`src/rtl/ysyx_22040895_ex_issue_pkg.sv`:
```
// Shared widths, ALU operation codes, issue FSM states and the held-entry
// record for the ID->EX issue stage, plus the register-match and WB-snoop
// helpers used by both slots.
package ysyx_22040895_ex_issue_pkg;

    localparam int XLEN = 64;
    localparam int AOPW = 4;
    localparam int RAW  = 5;

    // ALU operation encoding seen on aluop_o
    localparam logic [AOPW-1:0] ALU_ADD  = 4'b0000;
    localparam logic [AOPW-1:0] ALU_SUB  = 4'b0001;
    localparam logic [AOPW-1:0] ALU_SLL  = 4'b0010;
    localparam logic [AOPW-1:0] ALU_XOR  = 4'b0011;
    localparam logic [AOPW-1:0] ALU_SRL  = 4'b0100;
    localparam logic [AOPW-1:0] ALU_SRA  = 4'b0101;
    localparam logic [AOPW-1:0] ALU_OR   = 4'b0110;
    localparam logic [AOPW-1:0] ALU_AND  = 4'b0111;
    localparam logic [AOPW-1:0] ALU_SLT  = 4'b1000;
    localparam logic [AOPW-1:0] ALU_SLTU = 4'b1001;

    // Slot occupancy: EMPTY (nothing held), HEAD (head only), FULL (head + skid)
    typedef enum logic [1:0] {
        ST_EMPTY = 2'd0,
        ST_HEAD  = 2'd1,
        ST_FULL  = 2'd2
    } state_e;

    // One decoded instruction as held in the head or skid slot
    typedef struct packed {
        logic [XLEN-1:0] pc;
        logic [RAW-1:0]  rs1;
        logic [RAW-1:0]  rs2;
        logic [XLEN-1:0] rs1_data;
        logic [XLEN-1:0] rs2_data;
        logic [XLEN-1:0] imm;
        logic [AOPW-1:0] aluop;
        logic            op1_pc;
        logic            op2_imm;
        logic            wordop;
        logic            shift;
        logic [RAW-1:0]  rd;
        logic            rd_we;
    } entry_t;

    // A producer matches a source only when it writes and the index is not x0
    function automatic logic rs_match(input logic [RAW-1:0] rs,
                                      input logic [RAW-1:0] rd,
                                      input logic           we);
        return we && (rs == rd) && (rs != '0);
    endfunction

    // Refresh stored source data with the value WB is writing this cycle
    function automatic entry_t snoop_entry(input entry_t          e,
                                           input logic            wb_we,
                                           input logic [RAW-1:0]  wb_rd,
                                           input logic [XLEN-1:0] wb_data);
        entry_t r;
        r = e;
        if (rs_match(e.rs1, wb_rd, wb_we)) r.rs1_data = wb_data;
        if (rs_match(e.rs2, wb_rd, wb_we)) r.rs2_data = wb_data;
        return r;
    endfunction

endpackage

```
`src/rtl/ysyx_22040895_ex_issue_if.sv`:
```
// Bus bundle of the issue stage: the ID-side instruction handshake, the
// MEM/WB producer taps used for bypass and snoop, and the EX-side operand
// handshake. The slave modport is the issue stage; master is its surroundings.
//
// Handshake rule for both sides: a transfer happens on a rising edge where
// valid and ready are both 1; valid never depends on ready of the same side,
// and a held-but-not-transferred item stays stable until it transfers or is
// flushed.
interface ysyx_22040895_ex_issue_if;
    import ysyx_22040895_ex_issue_pkg::*;

    // ID -> issue
    logic            in_valid_i;
    logic            in_ready_o;
    logic [XLEN-1:0] id_pc_i;
    logic [RAW-1:0]  id_rs1_i;
    logic [RAW-1:0]  id_rs2_i;
    logic [XLEN-1:0] id_rs1_data_i;
    logic [XLEN-1:0] id_rs2_data_i;
    logic [XLEN-1:0] id_imm_i;
    logic [AOPW-1:0] id_aluop_i;
    logic            id_op1_pc_i;
    logic            id_op2_imm_i;
    logic            id_wordop_i;
    logic            id_shift_i;
    logic [RAW-1:0]  id_rd_i;
    logic            id_rd_we_i;

    // MEM / WB producers
    logic [RAW-1:0]  mem_rd_i;
    logic            mem_we_i;
    logic            mem_is_load_i;
    logic [XLEN-1:0] mem_data_i;
    logic [RAW-1:0]  wb_rd_i;
    logic            wb_we_i;
    logic [XLEN-1:0] wb_data_i;

    // issue -> EX
    logic            out_valid_o;
    logic            out_ready_i;
    logic [AOPW-1:0] aluop_o;
    logic [XLEN-1:0] op1_o;
    logic [XLEN-1:0] op2_o;
    logic            wordop_o;
    logic            shift_o;
    logic [RAW-1:0]  rd_o;
    logic            rd_we_o;
    logic [XLEN-1:0] pc_o;
    logic [XLEN-1:0] st_data_o;

    modport slave (
        input  in_valid_i, id_pc_i, id_rs1_i, id_rs2_i, id_rs1_data_i,
               id_rs2_data_i, id_imm_i, id_aluop_i, id_op1_pc_i,
               id_op2_imm_i, id_wordop_i, id_shift_i, id_rd_i, id_rd_we_i,
               mem_rd_i, mem_we_i, mem_is_load_i, mem_data_i,
               wb_rd_i, wb_we_i, wb_data_i, out_ready_i,
        output in_ready_o, out_valid_o, aluop_o, op1_o, op2_o, wordop_o,
               shift_o, rd_o, rd_we_o, pc_o, st_data_o
    );

    modport master (
        output in_valid_i, id_pc_i, id_rs1_i, id_rs2_i, id_rs1_data_i,
               id_rs2_data_i, id_imm_i, id_aluop_i, id_op1_pc_i,
               id_op2_imm_i, id_wordop_i, id_shift_i, id_rd_i, id_rd_we_i,
               mem_rd_i, mem_we_i, mem_is_load_i, mem_data_i,
               wb_rd_i, wb_we_i, wb_data_i, out_ready_i,
        input  in_ready_o, out_valid_o, aluop_o, op1_o, op2_o, wordop_o,
               shift_o, rd_o, rd_we_o, pc_o, st_data_o
    );

endinterface

```
`src/rtl/ysyx_22040895_ex_issue_fwd_sel.sv`:
```
// Per-source operand select and hazard flag for the head instruction.
// Build option YSYX_22040895_BYPASS_EN: when defined, MEM (non-load) and WB
// results are bypassed and only a load in MEM stalls; when undefined, the
// held value is used and any matching MEM or WB producer stalls the source.
module ysyx_22040895_ex_issue_fwd_sel
    import ysyx_22040895_ex_issue_pkg::*;
(
    input  logic [RAW-1:0]  rs_i,
    input  logic [XLEN-1:0] held_i,
    input  logic            used_i,
    input  logic [RAW-1:0]  mem_rd_i,
    input  logic            mem_we_i,
    input  logic            mem_is_load_i,
    input  logic [XLEN-1:0] mem_data_i,
    input  logic [RAW-1:0]  wb_rd_i,
    input  logic            wb_we_i,
    input  logic [XLEN-1:0] wb_data_i,
    output logic [XLEN-1:0] data_o,
    output logic            stall_o
);

    logic mem_hit;
    logic wb_hit;

    assign mem_hit = rs_match(rs_i, mem_rd_i, mem_we_i);
    assign wb_hit  = rs_match(rs_i, wb_rd_i, wb_we_i);

`ifdef YSYX_22040895_BYPASS_EN
    // Youngest non-load producer wins; x0 always reads as zero
    always_comb begin
        data_o = held_i;
        if (rs_i == '0)
            data_o = '0;
        else if (mem_hit && !mem_is_load_i)
            data_o = mem_data_i;
        else if (wb_hit)
            data_o = wb_data_i;
    end

    // Only a load still in MEM cannot be bypassed
    assign stall_o = used_i & mem_hit & mem_is_load_i;
`else
    // No bypass network: the held (snooped) value is the operand
    always_comb begin
        data_o = held_i;
        if (rs_i == '0)
            data_o = '0;
    end

    // Wait until every in-flight producer of this source has retired
    assign stall_o = used_i & (mem_hit | wb_hit);

    logic unused_fwd;
    assign unused_fwd = ^{mem_is_load_i, mem_data_i, wb_data_i};
`endif

endmodule

```
`src/rtl/ysyx_22040895_ex_issue.sv`:
```
// ID->EX issue stage: a head slot plus one skid slot behind a valid/ready
// handshake, RAW hazard handling (bypass, WB snoop, load-use interlock) and
// ALU operand formation for EX. Build option YSYX_22040895_BYPASS_EN selects
// the MEM/WB bypass network inside the per-source select blocks.
module ysyx_22040895_ex_issue
    import ysyx_22040895_ex_issue_pkg::*;
(
    input  logic                        clk,
    input  logic                        rst_n,
    input  logic                        flush_i,
    ysyx_22040895_ex_issue_if.slave     stage_io,
    output state_e                      dbg_state_o
);

    state_e state_q, state_d;
    entry_t head_q, head_d;
    entry_t skid_q, skid_d;

    entry_t id_entry;
    entry_t id_snooped;

    logic            head_vld;
    logic            accept;
    logic            fire;
    logic [XLEN-1:0] fwd_rs1;
    logic [XLEN-1:0] fwd_rs2;
    logic            stall_rs1;
    logic            stall_rs2;

    assign head_vld    = (state_q != ST_EMPTY);
    assign dbg_state_o = state_q;

    // Skid slot empty means another instruction can be taken
    assign stage_io.in_ready_o = (state_q != ST_FULL);
    assign accept = stage_io.in_valid_i & stage_io.in_ready_o;
    assign fire   = stage_io.out_valid_o & stage_io.out_ready_i;

    // Pack the ID bundle into a slot record
    always_comb begin
        id_entry          = '0;
        id_entry.pc       = stage_io.id_pc_i;
        id_entry.rs1      = stage_io.id_rs1_i;
        id_entry.rs2      = stage_io.id_rs2_i;
        id_entry.rs1_data = stage_io.id_rs1_data_i;
        id_entry.rs2_data = stage_io.id_rs2_data_i;
        id_entry.imm      = stage_io.id_imm_i;
        id_entry.aluop    = stage_io.id_aluop_i;
        id_entry.op1_pc   = stage_io.id_op1_pc_i;
        id_entry.op2_imm  = stage_io.id_op2_imm_i;
        id_entry.wordop   = stage_io.id_wordop_i;
        id_entry.shift    = stage_io.id_shift_i;
        id_entry.rd       = stage_io.id_rd_i;
        id_entry.rd_we    = stage_io.id_rd_we_i;
    end

    // The incoming instruction catches a WB write that lands on the same edge
    assign id_snooped = snoop_entry(id_entry, stage_io.wb_we_i,
                                    stage_io.wb_rd_i, stage_io.wb_data_i);

    // Slot FSM next state and slot contents; flush overrides everything
    always_comb begin
        state_d = state_q;
        head_d  = snoop_entry(head_q, stage_io.wb_we_i, stage_io.wb_rd_i,
                              stage_io.wb_data_i);
        skid_d  = snoop_entry(skid_q, stage_io.wb_we_i, stage_io.wb_rd_i,
                              stage_io.wb_data_i);
        unique case (state_q)
            ST_EMPTY: begin
                if (accept) begin
                    head_d  = id_snooped;
                    state_d = ST_HEAD;
                end
            end
            ST_HEAD: begin
                if (accept && !fire) begin
                    skid_d  = id_snooped;
                    state_d = ST_FULL;
                end else if (fire && !accept) begin
                    state_d = ST_EMPTY;
                end else if (fire && accept) begin
                    head_d  = id_snooped;
                end
            end
            ST_FULL: begin
                if (fire) begin
                    head_d  = skid_d;
                    state_d = ST_HEAD;
                end
            end
            default: state_d = ST_EMPTY;
        endcase
        if (flush_i)
            state_d = ST_EMPTY;
    end

    // Slot and state registers
    always_ff @(posedge clk or negedge rst_n) begin
        if (!rst_n) begin
            state_q <= ST_EMPTY;
            head_q  <= '0;
            skid_q  <= '0;
        end else begin
            state_q <= state_d;
            head_q  <= head_d;
            skid_q  <= skid_d;
        end
    end

    ysyx_22040895_ex_issue_fwd_sel u_fwd_rs1 (
        .rs_i          (head_q.rs1),
        .held_i        (head_q.rs1_data),
        .used_i        (!head_q.op1_pc),
        .mem_rd_i      (stage_io.mem_rd_i),
        .mem_we_i      (stage_io.mem_we_i),
        .mem_is_load_i (stage_io.mem_is_load_i),
        .mem_data_i    (stage_io.mem_data_i),
        .wb_rd_i       (stage_io.wb_rd_i),
        .wb_we_i       (stage_io.wb_we_i),
        .wb_data_i     (stage_io.wb_data_i),
        .data_o        (fwd_rs1),
        .stall_o       (stall_rs1)
    );

    ysyx_22040895_ex_issue_fwd_sel u_fwd_rs2 (
        .rs_i          (head_q.rs2),
        .held_i        (head_q.rs2_data),
        .used_i        (!head_q.op2_imm),
        .mem_rd_i      (stage_io.mem_rd_i),
        .mem_we_i      (stage_io.mem_we_i),
        .mem_is_load_i (stage_io.mem_is_load_i),
        .mem_data_i    (stage_io.mem_data_i),
        .wb_rd_i       (stage_io.wb_rd_i),
        .wb_we_i       (stage_io.wb_we_i),
        .wb_data_i     (stage_io.wb_data_i),
        .data_o        (fwd_rs2),
        .stall_o       (stall_rs2)
    );

    // EX-side outputs come straight from the head slot, zeroed when empty
    always_comb begin
        stage_io.out_valid_o = head_vld & ~stall_rs1 & ~stall_rs2;
        stage_io.aluop_o     = '0;
        stage_io.op1_o       = '0;
        stage_io.op2_o       = '0;
        stage_io.wordop_o    = 1'b0;
        stage_io.shift_o     = 1'b0;
        stage_io.rd_o        = '0;
        stage_io.pc_o        = '0;
        stage_io.st_data_o   = '0;
        if (head_vld) begin
            stage_io.aluop_o   = head_q.aluop;
            stage_io.op1_o     = head_q.op1_pc  ? head_q.pc  : fwd_rs1;
            stage_io.op2_o     = head_q.op2_imm ? head_q.imm : fwd_rs2;
            stage_io.wordop_o  = head_q.wordop;
            stage_io.shift_o   = head_q.shift;
            stage_io.rd_o      = head_q.rd;
            stage_io.pc_o      = head_q.pc;
            stage_io.st_data_o = fwd_rs2;
        end
        stage_io.rd_we_o = stage_io.out_valid_o & head_q.rd_we;
    end

endmodule

```
`src/flat_wrapper.sv`:
```
// flat-port wrapper written by rule: the top's interface ports become plain ports
module ysyx_22040895_ex_issue_flat import ysyx_22040895_ex_issue_pkg::*;
  (clk, rst_n, flush_i, dbg_state_o, stage_io_in_valid_i, stage_io_id_pc_i, stage_io_id_rs1_i, stage_io_id_rs2_i, stage_io_id_rs1_data_i, stage_io_id_rs2_data_i, stage_io_id_imm_i, stage_io_id_aluop_i, stage_io_id_op1_pc_i, stage_io_id_op2_imm_i, stage_io_id_wordop_i, stage_io_id_shift_i, stage_io_id_rd_i, stage_io_id_rd_we_i, stage_io_mem_rd_i, stage_io_mem_we_i, stage_io_mem_is_load_i, stage_io_mem_data_i, stage_io_wb_rd_i, stage_io_wb_we_i, stage_io_wb_data_i, stage_io_out_ready_i, stage_io_in_ready_o, stage_io_out_valid_o, stage_io_aluop_o, stage_io_op1_o, stage_io_op2_o, stage_io_wordop_o, stage_io_shift_o, stage_io_rd_o, stage_io_rd_we_o, stage_io_pc_o, stage_io_st_data_o);
  ysyx_22040895_ex_issue_if stage_io_i ();
  input  logic clk;
  input  logic rst_n;
  input  logic flush_i;
  output state_e dbg_state_o;
  input wire logic [$bits(stage_io_i.in_valid_i)-1:0] stage_io_in_valid_i;
  input wire logic [$bits(stage_io_i.id_pc_i)-1:0] stage_io_id_pc_i;
  input wire logic [$bits(stage_io_i.id_rs1_i)-1:0] stage_io_id_rs1_i;
  input wire logic [$bits(stage_io_i.id_rs2_i)-1:0] stage_io_id_rs2_i;
  input wire logic [$bits(stage_io_i.id_rs1_data_i)-1:0] stage_io_id_rs1_data_i;
  input wire logic [$bits(stage_io_i.id_rs2_data_i)-1:0] stage_io_id_rs2_data_i;
  input wire logic [$bits(stage_io_i.id_imm_i)-1:0] stage_io_id_imm_i;
  input wire logic [$bits(stage_io_i.id_aluop_i)-1:0] stage_io_id_aluop_i;
  input wire logic [$bits(stage_io_i.id_op1_pc_i)-1:0] stage_io_id_op1_pc_i;
  input wire logic [$bits(stage_io_i.id_op2_imm_i)-1:0] stage_io_id_op2_imm_i;
  input wire logic [$bits(stage_io_i.id_wordop_i)-1:0] stage_io_id_wordop_i;
  input wire logic [$bits(stage_io_i.id_shift_i)-1:0] stage_io_id_shift_i;
  input wire logic [$bits(stage_io_i.id_rd_i)-1:0] stage_io_id_rd_i;
  input wire logic [$bits(stage_io_i.id_rd_we_i)-1:0] stage_io_id_rd_we_i;
  input wire logic [$bits(stage_io_i.mem_rd_i)-1:0] stage_io_mem_rd_i;
  input wire logic [$bits(stage_io_i.mem_we_i)-1:0] stage_io_mem_we_i;
  input wire logic [$bits(stage_io_i.mem_is_load_i)-1:0] stage_io_mem_is_load_i;
  input wire logic [$bits(stage_io_i.mem_data_i)-1:0] stage_io_mem_data_i;
  input wire logic [$bits(stage_io_i.wb_rd_i)-1:0] stage_io_wb_rd_i;
  input wire logic [$bits(stage_io_i.wb_we_i)-1:0] stage_io_wb_we_i;
  input wire logic [$bits(stage_io_i.wb_data_i)-1:0] stage_io_wb_data_i;
  input wire logic [$bits(stage_io_i.out_ready_i)-1:0] stage_io_out_ready_i;
  output wire logic [$bits(stage_io_i.in_ready_o)-1:0] stage_io_in_ready_o;
  output wire logic [$bits(stage_io_i.out_valid_o)-1:0] stage_io_out_valid_o;
  output wire logic [$bits(stage_io_i.aluop_o)-1:0] stage_io_aluop_o;
  output wire logic [$bits(stage_io_i.op1_o)-1:0] stage_io_op1_o;
  output wire logic [$bits(stage_io_i.op2_o)-1:0] stage_io_op2_o;
  output wire logic [$bits(stage_io_i.wordop_o)-1:0] stage_io_wordop_o;
  output wire logic [$bits(stage_io_i.shift_o)-1:0] stage_io_shift_o;
  output wire logic [$bits(stage_io_i.rd_o)-1:0] stage_io_rd_o;
  output wire logic [$bits(stage_io_i.rd_we_o)-1:0] stage_io_rd_we_o;
  output wire logic [$bits(stage_io_i.pc_o)-1:0] stage_io_pc_o;
  output wire logic [$bits(stage_io_i.st_data_o)-1:0] stage_io_st_data_o;
  assign stage_io_i.in_valid_i = stage_io_in_valid_i;
  assign stage_io_i.id_pc_i = stage_io_id_pc_i;
  assign stage_io_i.id_rs1_i = stage_io_id_rs1_i;
  assign stage_io_i.id_rs2_i = stage_io_id_rs2_i;
  assign stage_io_i.id_rs1_data_i = stage_io_id_rs1_data_i;
  assign stage_io_i.id_rs2_data_i = stage_io_id_rs2_data_i;
  assign stage_io_i.id_imm_i = stage_io_id_imm_i;
  assign stage_io_i.id_aluop_i = stage_io_id_aluop_i;
  assign stage_io_i.id_op1_pc_i = stage_io_id_op1_pc_i;
  assign stage_io_i.id_op2_imm_i = stage_io_id_op2_imm_i;
  assign stage_io_i.id_wordop_i = stage_io_id_wordop_i;
  assign stage_io_i.id_shift_i = stage_io_id_shift_i;
  assign stage_io_i.id_rd_i = stage_io_id_rd_i;
  assign stage_io_i.id_rd_we_i = stage_io_id_rd_we_i;
  assign stage_io_i.mem_rd_i = stage_io_mem_rd_i;
  assign stage_io_i.mem_we_i = stage_io_mem_we_i;
  assign stage_io_i.mem_is_load_i = stage_io_mem_is_load_i;
  assign stage_io_i.mem_data_i = stage_io_mem_data_i;
  assign stage_io_i.wb_rd_i = stage_io_wb_rd_i;
  assign stage_io_i.wb_we_i = stage_io_wb_we_i;
  assign stage_io_i.wb_data_i = stage_io_wb_data_i;
  assign stage_io_i.out_ready_i = stage_io_out_ready_i;
  assign stage_io_in_ready_o = stage_io_i.in_ready_o;
  assign stage_io_out_valid_o = stage_io_i.out_valid_o;
  assign stage_io_aluop_o = stage_io_i.aluop_o;
  assign stage_io_op1_o = stage_io_i.op1_o;
  assign stage_io_op2_o = stage_io_i.op2_o;
  assign stage_io_wordop_o = stage_io_i.wordop_o;
  assign stage_io_shift_o = stage_io_i.shift_o;
  assign stage_io_rd_o = stage_io_i.rd_o;
  assign stage_io_rd_we_o = stage_io_i.rd_we_o;
  assign stage_io_pc_o = stage_io_i.pc_o;
  assign stage_io_st_data_o = stage_io_i.st_data_o;
  ysyx_22040895_ex_issue u_core (.clk(clk), .rst_n(rst_n), .flush_i(flush_i), .stage_io(stage_io_i), .dbg_state_o(dbg_state_o));
endmodule
```
`config.mk`:
```
export PLATFORM = sky130hd
export DESIGN_NAME = ysyx_22040895_ex_issue_flat
export DESIGN_NICKNAME = d
export VERILOG_FILES = /design/src/rtl/ysyx_22040895_ex_issue_pkg.sv /design/src/rtl/ysyx_22040895_ex_issue_if.sv /design/src/rtl/ysyx_22040895_ex_issue_fwd_sel.sv /design/src/rtl/ysyx_22040895_ex_issue.sv /design/src/flat_wrapper.sv
export SDC_FILE = /design/constraint.sdc
export NUM_CORES = 1
export LEC_CHECK = 0
export BUFFER_PORTS_ARGS = -buffer_cell sky130_fd_sc_hd__buf_2
export CAP_MARGIN = 25
export CORE_AREA = 2 2 273 275
export CTS_BUF_LIST = sky130_fd_sc_hd__clkbuf_4 sky130_fd_sc_hd__clkbuf_8
export CTS_CLUSTER_DIAMETER = 200
export DETAILED_ROUTE_END_ITERATION = 10
export DIE_AREA = 0 0 275 277
export PLACE_DENSITY = 0.69
export SLEW_MARGIN = 20
export SYNTH_ARGS = -nofsm -noshare
export SYNTH_HDL_FRONTEND = slang
export SYNTH_SLANG_ARGS = --single-unit
```
`constraint.sdc`:
```
create_clock -name clk -period 5.2 [get_ports clk]
set_input_delay 0.52 -clock clk [delete_from_list [all_inputs] [get_ports clk]]
set_output_delay 0.52 -clock clk [all_outputs]
set_load 0.1 [all_outputs]
```
* Yosys cells after proc, flatten, opt, wreduce, memory -nomap -nowiden *
Index checks and enable logic that the tools add are counted.

operators by class
  add/subtract/negate cells = 0
  $mul = 0
  div/mod/pow operators = 0
  order comparisons = 0
  eq/ne operators = 19
  shift-type cells = 0
  mux-type cells = 32
  bitwise logic cells = 11
  reductions and logical operators = 37

operator list
  cell                                                    count
  two-way mux 280 bit                                     5
  two-way mux 64 bit                                      14
  case mux 280 bit (3 select lines)                       1
  two-way mux 206 bit                                     2
  == test 5 bit                                           8
  nonzero test 5 bit                                      6
  logical AND 1 bit                                       19
  logical NOT 5 bit                                       2
  two-way mux 2 bit                                       5
  AND 1 bit                                               7
  inequality test 2 x 1 -> 1 bit (second input constant)  3
  inequality test 2 bit (second input constant)           3
  inequality test 3 x 2 -> 1 bit (second input constant)  2
  case mux 2 bit (3 select lines)                         1
  AND reduction 6 bit                                     1
  two-way mux 5 bit                                       1
  logical NOT 1 bit                                       4
  two-way mux 4 bit                                       1
  inequality test 4 x 2 -> 1 bit (second input constant)  1
  AND reduction 3 bit                                     1
  nonzero test 3 bit                                      1
  == test 2 x 1 -> 1 bit (second input constant)          1
  == test 2 bit (second input constant)                   1
  logical NOT 2 bit                                       1
  other kinds (5)                                         8

word-level totals
  register bits = 562
  bits in latches = 0
  bits in writable memories = 0
  bits in read-only memories = 0
  output and inout bits = 272
  logic and storage cells = 126
  memories = 0

* Logic depth before layout (Yosys ltp) *
  word-level depth = 14
  depth in mapped cells = 12
  gate-level depth less buffers = 7

* Modules after synthesis *
Synthesis repeated with hierarchy kept, for this count alone.

second synthesis, totals
  cells, all modules = 3585
  area total of the unflattened synthesis = 32713.9 µm²

by module, submodules not included
  module                          times used  cells each  area each (µm²)  sequential area each (µm²)
  ysyx_22040895_ex_issue          1           3409        31567.8          14063.5
  ysyx_22040895_ex_issue_fwd_sel  2           88          573.0            0.0

* Worst setup path before layout *
No wires, ideal clock.

  path type = register to output
  start point = register u_core.state_q[1], in the netlist u_core.dbg_state_o[1]
  end point = output port stage_io_rd_we_o
  data arrival time = 3718 ps
  data required time = 4680 ps
  slack = 962 ps
  cell stages (with the launch flop) = 6
  cells stage by stage = dfrtp_1 -> buf_2 -> nor2_1 -> clkbuf_1 -> nor2_1 -> and2_1

between the ends
  longest elaborated chain between the ends = 4

ends and longest elaborated chain
  what                      line                           text
  from (decl)               ysyx_22040895_ex_issue.sv:15   state_e state_q, state_d;
  from (signal assigned)    ysyx_22040895_ex_issue.sv:103  state_q <= state_d;
  nonzero test 2 bit        ysyx_22040895_ex_issue.sv:30   assign head_vld = (state_q != ST_EMPTY);
  AND 1 bit (2 in a row)    ysyx_22040895_ex_issue.sv:141  stage_io.out_valid_o = head_vld & ~stall_rs1 & ~stall_rs2;
  via stage_io_out_valid_o  flat_wrapper.sv:32             output wire logic [$bits(stage_io_i.out_valid_o)-1:0] stage_io_out_valid_o;
  AND 1 bit                 ysyx_22040895_ex_issue.sv:160  stage_io.rd_we_o = stage_io.out_valid_o & head_q.rd_we;
  to (decl)                 flat_wrapper.sv:39             output wire logic [$bits(stage_io_i.rd_we_o)-1:0] stage_io_rd_we_o;

The timed path passes the listed nets, and every way through them passes these cells.

* Worst setup path in the final report *
  start point = register u_core.head_q[209] (netlist bit)
  end point = output port stage_io_rd_we_o

between the ends
  longest elaborated chain between the ends = 8
  elaborated cells between the ends (all ways) = 12

ends and longest elaborated chain
  what                            line                                  text
  from (decl)                     ysyx_22040895_ex_issue.sv:16          entry_t head_q, head_d;
  from (signal assigned)          ysyx_22040895_ex_issue.sv:100         head_q <= '0;
  from (signal assigned)          ysyx_22040895_ex_issue.sv:104         head_q <= head_d;
  == test 5 bit                   ysyx_22040895_ex_issue_pkg.sv:50      return we && (rs == rd) && (rs != '0);
  logical AND 1 bit (2 in a row)  ysyx_22040895_ex_issue_pkg.sv:50
  bitwise OR 1 bit (*)            ysyx_22040895_ex_issue_fwd_sel.sv:51  assign stall_o = used_i & (mem_hit | wb_hit);
  AND 1 bit (*)                   ysyx_22040895_ex_issue_fwd_sel.sv:51
  inverter 1 bit (*)              ysyx_22040895_ex_issue.sv:141
  AND 1 bit (*)                   ysyx_22040895_ex_issue.sv:141
  AND 1 bit (*)                   ysyx_22040895_ex_issue.sv:160

Every way passes the cells marked *; elsewhere a longest branch is shown, timed or not.

==> results list <==
- Status: complete, no violations
- For this run, the leading register cell type out of synthesis is sky130_fd_sc_hd__dfrtp_1.
- The synthesized design contains 562 register bits.
* Nets in the synthesized netlist: 3388
- The Yosys step of the flow raised 0 warnings.
- The slowest stage of the critical path belongs to the cell sky130_fd_sc_hd__dfrtp_1.
- Cell area after layout: 0.0384 mm²
* Core Area: 0.0736 mm²
* Total Wirelength: 119 mm
* Via density per instance: 6.14
- Total congestion overflow after global routing: 0
- Summing every instance area after synthesis gives 0.0315 mm².
- Worst clock skew: 0.0375 ns
* DRC marker count from the first detailed-route iteration: 2782
- Crit Path Class: reg -> out
- Area taken by flip-flops and latches: 0.0141 mm²
- The longest clock path from root to sink contains 3 buffers.
- Clock latency on the worst-skew pair, taken at its later pin, is 0.73 ns.
* Worst hold path class: in -> reg
- Register clock-pin slew on the reported worst setup and hold paths: 0.06 ns
- Post-synth cell types: 48
- Cells with a size suffix above 1 make up 29.7% of the layout.
- Setup repair after global routing left no endpoint under its margin.
- Sequential cells were found to cover 44.6% of the synthesized design area.
- Routability-driven placement finished with a final weighted congestion of 0.852.
- The layout has 6615 filler cells.
- Share of async-settable or async-resettable flops after synthesis: 100%
* Number of buffers and inverters on the critical path: 1
- Leading cell type in the layout, fill and taps excluded: sky130_fd_sc_hd__buf_2
- Final hold analysis gives a worst-case slack of 0.0594 ns.
* Top cell type's share of synthesized area: 44.6%
- For this run, the share of the core covered by cells in the final layout is 52.2%.
- STA classifies the critical path endpoint as a primary output.
- Number of maximum-capacitance violations: 0
- Largest fanout on the critical path: 6
* CTS sink count: 562
- Initial core utilization: 42.8%
* Number of global-route vias before repair: 27.6k
- Achievable clock frequency: 0.262 GHz
- Relative area change from synthesis to final layout: 21.9%
* Area enclosed by the die boundary: 0.0762 mm²
- Vias after detailed routing: 28.1k
- Placed instance area: 0.0353 mm²
* First-pass iteration count of the detailed router: 5
* Global-route usage over all layers: 30.3%
- Power density over the cells: 432 mW/mm²
- Post-detail-place hpwl: 76.9 mm
- For the pin with the worst max-slew slack, the measured transition is 1.11 ns.
* Hold Fails Final Rpt: 0
- Dominant cells by area after synthesis: sky130_fd_sc_hd__dfrtp_1, sky130_fd_sc_hd__mux2i_1, sky130_fd_sc_hd__a221o_1
* Max-slew headroom: 25.8%
- Cts repair resizes: 0
* Clock H-tree levels: 3
- Largest net degree at the start of global routing: 115
* List of cells traversed by the critical path: nor3_1, and2_1, nor2_1, o21ai_1, nand2_1, nor2_1, and2_1, buf_2
- The initial antenna violation count is 52.
- After technology mapping, the gate count stands at 2962.
- The cell sitting at the root of the clock tree is a sky130_fd_sc_hd__clkbuf_8.
- TritonCTS clock tree: yes
- Post-CTS Setup Bufs: 0
* Largest area contributor in the synthesized netlist: sky130_fd_sc_hd__dfrtp_1
- Reg-to-reg slack, setup: 1.65 ns
- Worst-case vdd ir drop: 0.307 mV
- Counting the buffers created by CTS gives 102.
* Final nets: 3914
* Mean routed wirelength per cell: 26.0 µm
* Endpoint arrival time on the critical path: 3.30 ns
- On the worst path, the slowest cell contributes a delay of 0.44 ns.
* Number of placement rows: 100
- Grouping stages by cell kind, the critical path spends the most delay in simple AND/OR/NAND/NOR gates.
* Wire length of the first global-routing pass: 177 mm
- Measured along the x axis, the die boundary spans 275 µm.
- P_leak: 18.6 nW
* Number of flops mapped to enable cells by yosys: 0
* Shortest period the worst path allows: 3.82 ns
* Required time of the critical path: 4.68 ns
- Commonest cells after routing, fill and taps aside: sky130_fd_sc_hd__buf_2, sky130_fd_sc_hd__dfrtp_1, sky130_fd_sc_hd__mux2i_1
- After detailed routing, the number of remaining DRC violations is 0.
- Multi-input gate area in the final layout: 0.0161 mm²
* Max Slew Vio Count: 0
- Startpoint class of the critical path: register
- Die span in y: 277 µm
* Tcrit/Tclk final: 73.5%
* Accumulated negative setup slack: 0 ns
- Each instance of the synthesized netlist takes up on average 10.6 µm².
- The count of nets left with antenna violations once routing finished came out at 0.
- 698 I/O pins were placed.
* Final setup violating endpoints: 0
* Port Buffer Count: 632
[layer usage]
layer / global-route usage [%] / routed length (µm) / vias up / part of all wire (%)
met3: 6.03 / 8550 / 293 / 7.2
met2: 48.1 / 56200 / 1298 / 47
met4: 16.0 / 6430 / 34 / 5.4
met1: 38.9 / 47700 / 14217 / 40
li1: - / - / 12262 / -
met5: 0 / 218 / - / 0.18
[metrics by stage]
step	instances	power, mW	setup WS, ns
floorplan	2962	10.6	0.962
global placement	4262	11.9	1.63
detailed placement	4262	12.1	1.59
CTS	4535	16.6	1.33
global route	4566	17.4	1.21
finish	4577	16.6	1.38
[flip-flops by register name, indices dropped and copies added (netlist names)]
signal,cells
u_core.head_q,280
u_core.skid_q,280
u_core.dbg_state_o,2
[cells in the mapped netlist, types with 2 or more instances]
master and number:
sky130_fd_sc_hd__buf_1 35, sky130_fd_sc_hd__mux2i_1 364, sky130_fd_sc_hd__nand3_1 108, sky130_fd_sc_hd__nor3_1 12, sky130_fd_sc_hd__o32a_1 21, sky130_fd_sc_hd__a22o_1 128, sky130_fd_sc_hd__nand2_1 78, sky130_fd_sc_hd__o221ai_1 127
sky130_fd_sc_hd__buf_4 2, sky130_fd_sc_hd__clkbuf_1 234, sky130_fd_sc_hd__or4_1 2, sky130_fd_sc_hd__nor4_1 2, sky130_fd_sc_hd__buf_6 6, sky130_fd_sc_hd__a221o_1 216, sky130_fd_sc_hd__o2111ai_1 23, sky130_fd_sc_hd__nor2_1 140
sky130_fd_sc_hd__nor2_2 2, sky130_fd_sc_hd__nor2b_1 77, sky130_fd_sc_hd__xor2_1 16, sky130_fd_sc_hd__a21oi_2 2, sky130_fd_sc_hd__a21o_1 64, sky130_fd_sc_hd__nand4_1 3, sky130_fd_sc_hd__mux2_2 153, sky130_fd_sc_hd__and3_1 5
sky130_fd_sc_hd__inv_1 4, sky130_fd_sc_hd__o22ai_1 106, sky130_fd_sc_hd__buf_2 81, sky130_fd_sc_hd__and2_1 285, sky130_fd_sc_hd__a21oi_1 67, sky130_fd_sc_hd__dfrtp_1 562, sky130_fd_sc_hd__xnor2_1 20
[report_power, final]
group	internal, mW	switching, mW	leakage [nW]
registers	5.64	0.893	6.89
clock network	2.48	2.01	1.16
logic	2.06	3.54	10.5
total	10.2	6.44	18.6
[cell families after synthesis]
group                  after synthesis  share of synthesized area, %
AO/OA/AOI/OAI                      766                          20.4
XOR/XNOR                            36                          1.00
buffers and inverters              362                          4.80
flip-flops                         562                          44.6
multiplexers                       519                          17.1
AND/OR/NAND/NOR                    717                          12.0
[final cells by class]
type	count	share of cell area, %
diodes	41	0.267
repair buffers	780	12.3
flip-flops and latches	562	36.6
clock inverters	15	0.261
multi-input cells	2038	42.0
inverters	4	0.0521
well taps	969	3.16
clock buffers	168	5.32
[path summary, 6_finish.rpt]
path | start | end | depth (start not counted)
min in group asynchronous | rst_n | u_core.skid_q[173] | 2
worst min register to register | u_core.skid_q[241] | u_core.skid_q[241] | 1
max in group asynchronous | rst_n | u_core.head_q[133] | 3
worst max-delay path | u_core.head_q[209] | stage_io_rd_we_o | 8
worst min-delay path | stage_io_id_wordop_i | u_core.head_q[7] | 2
worst max register to register | u_core.head_q[209] | u_core.head_q[260] | 8
[repair_timing]
item,in CTS,in global routing
endpoints found under the hold margin,243,0
setup endpoints to repair,0,0
hold buffers,90,0
Power figures use the tool's default switching activity.
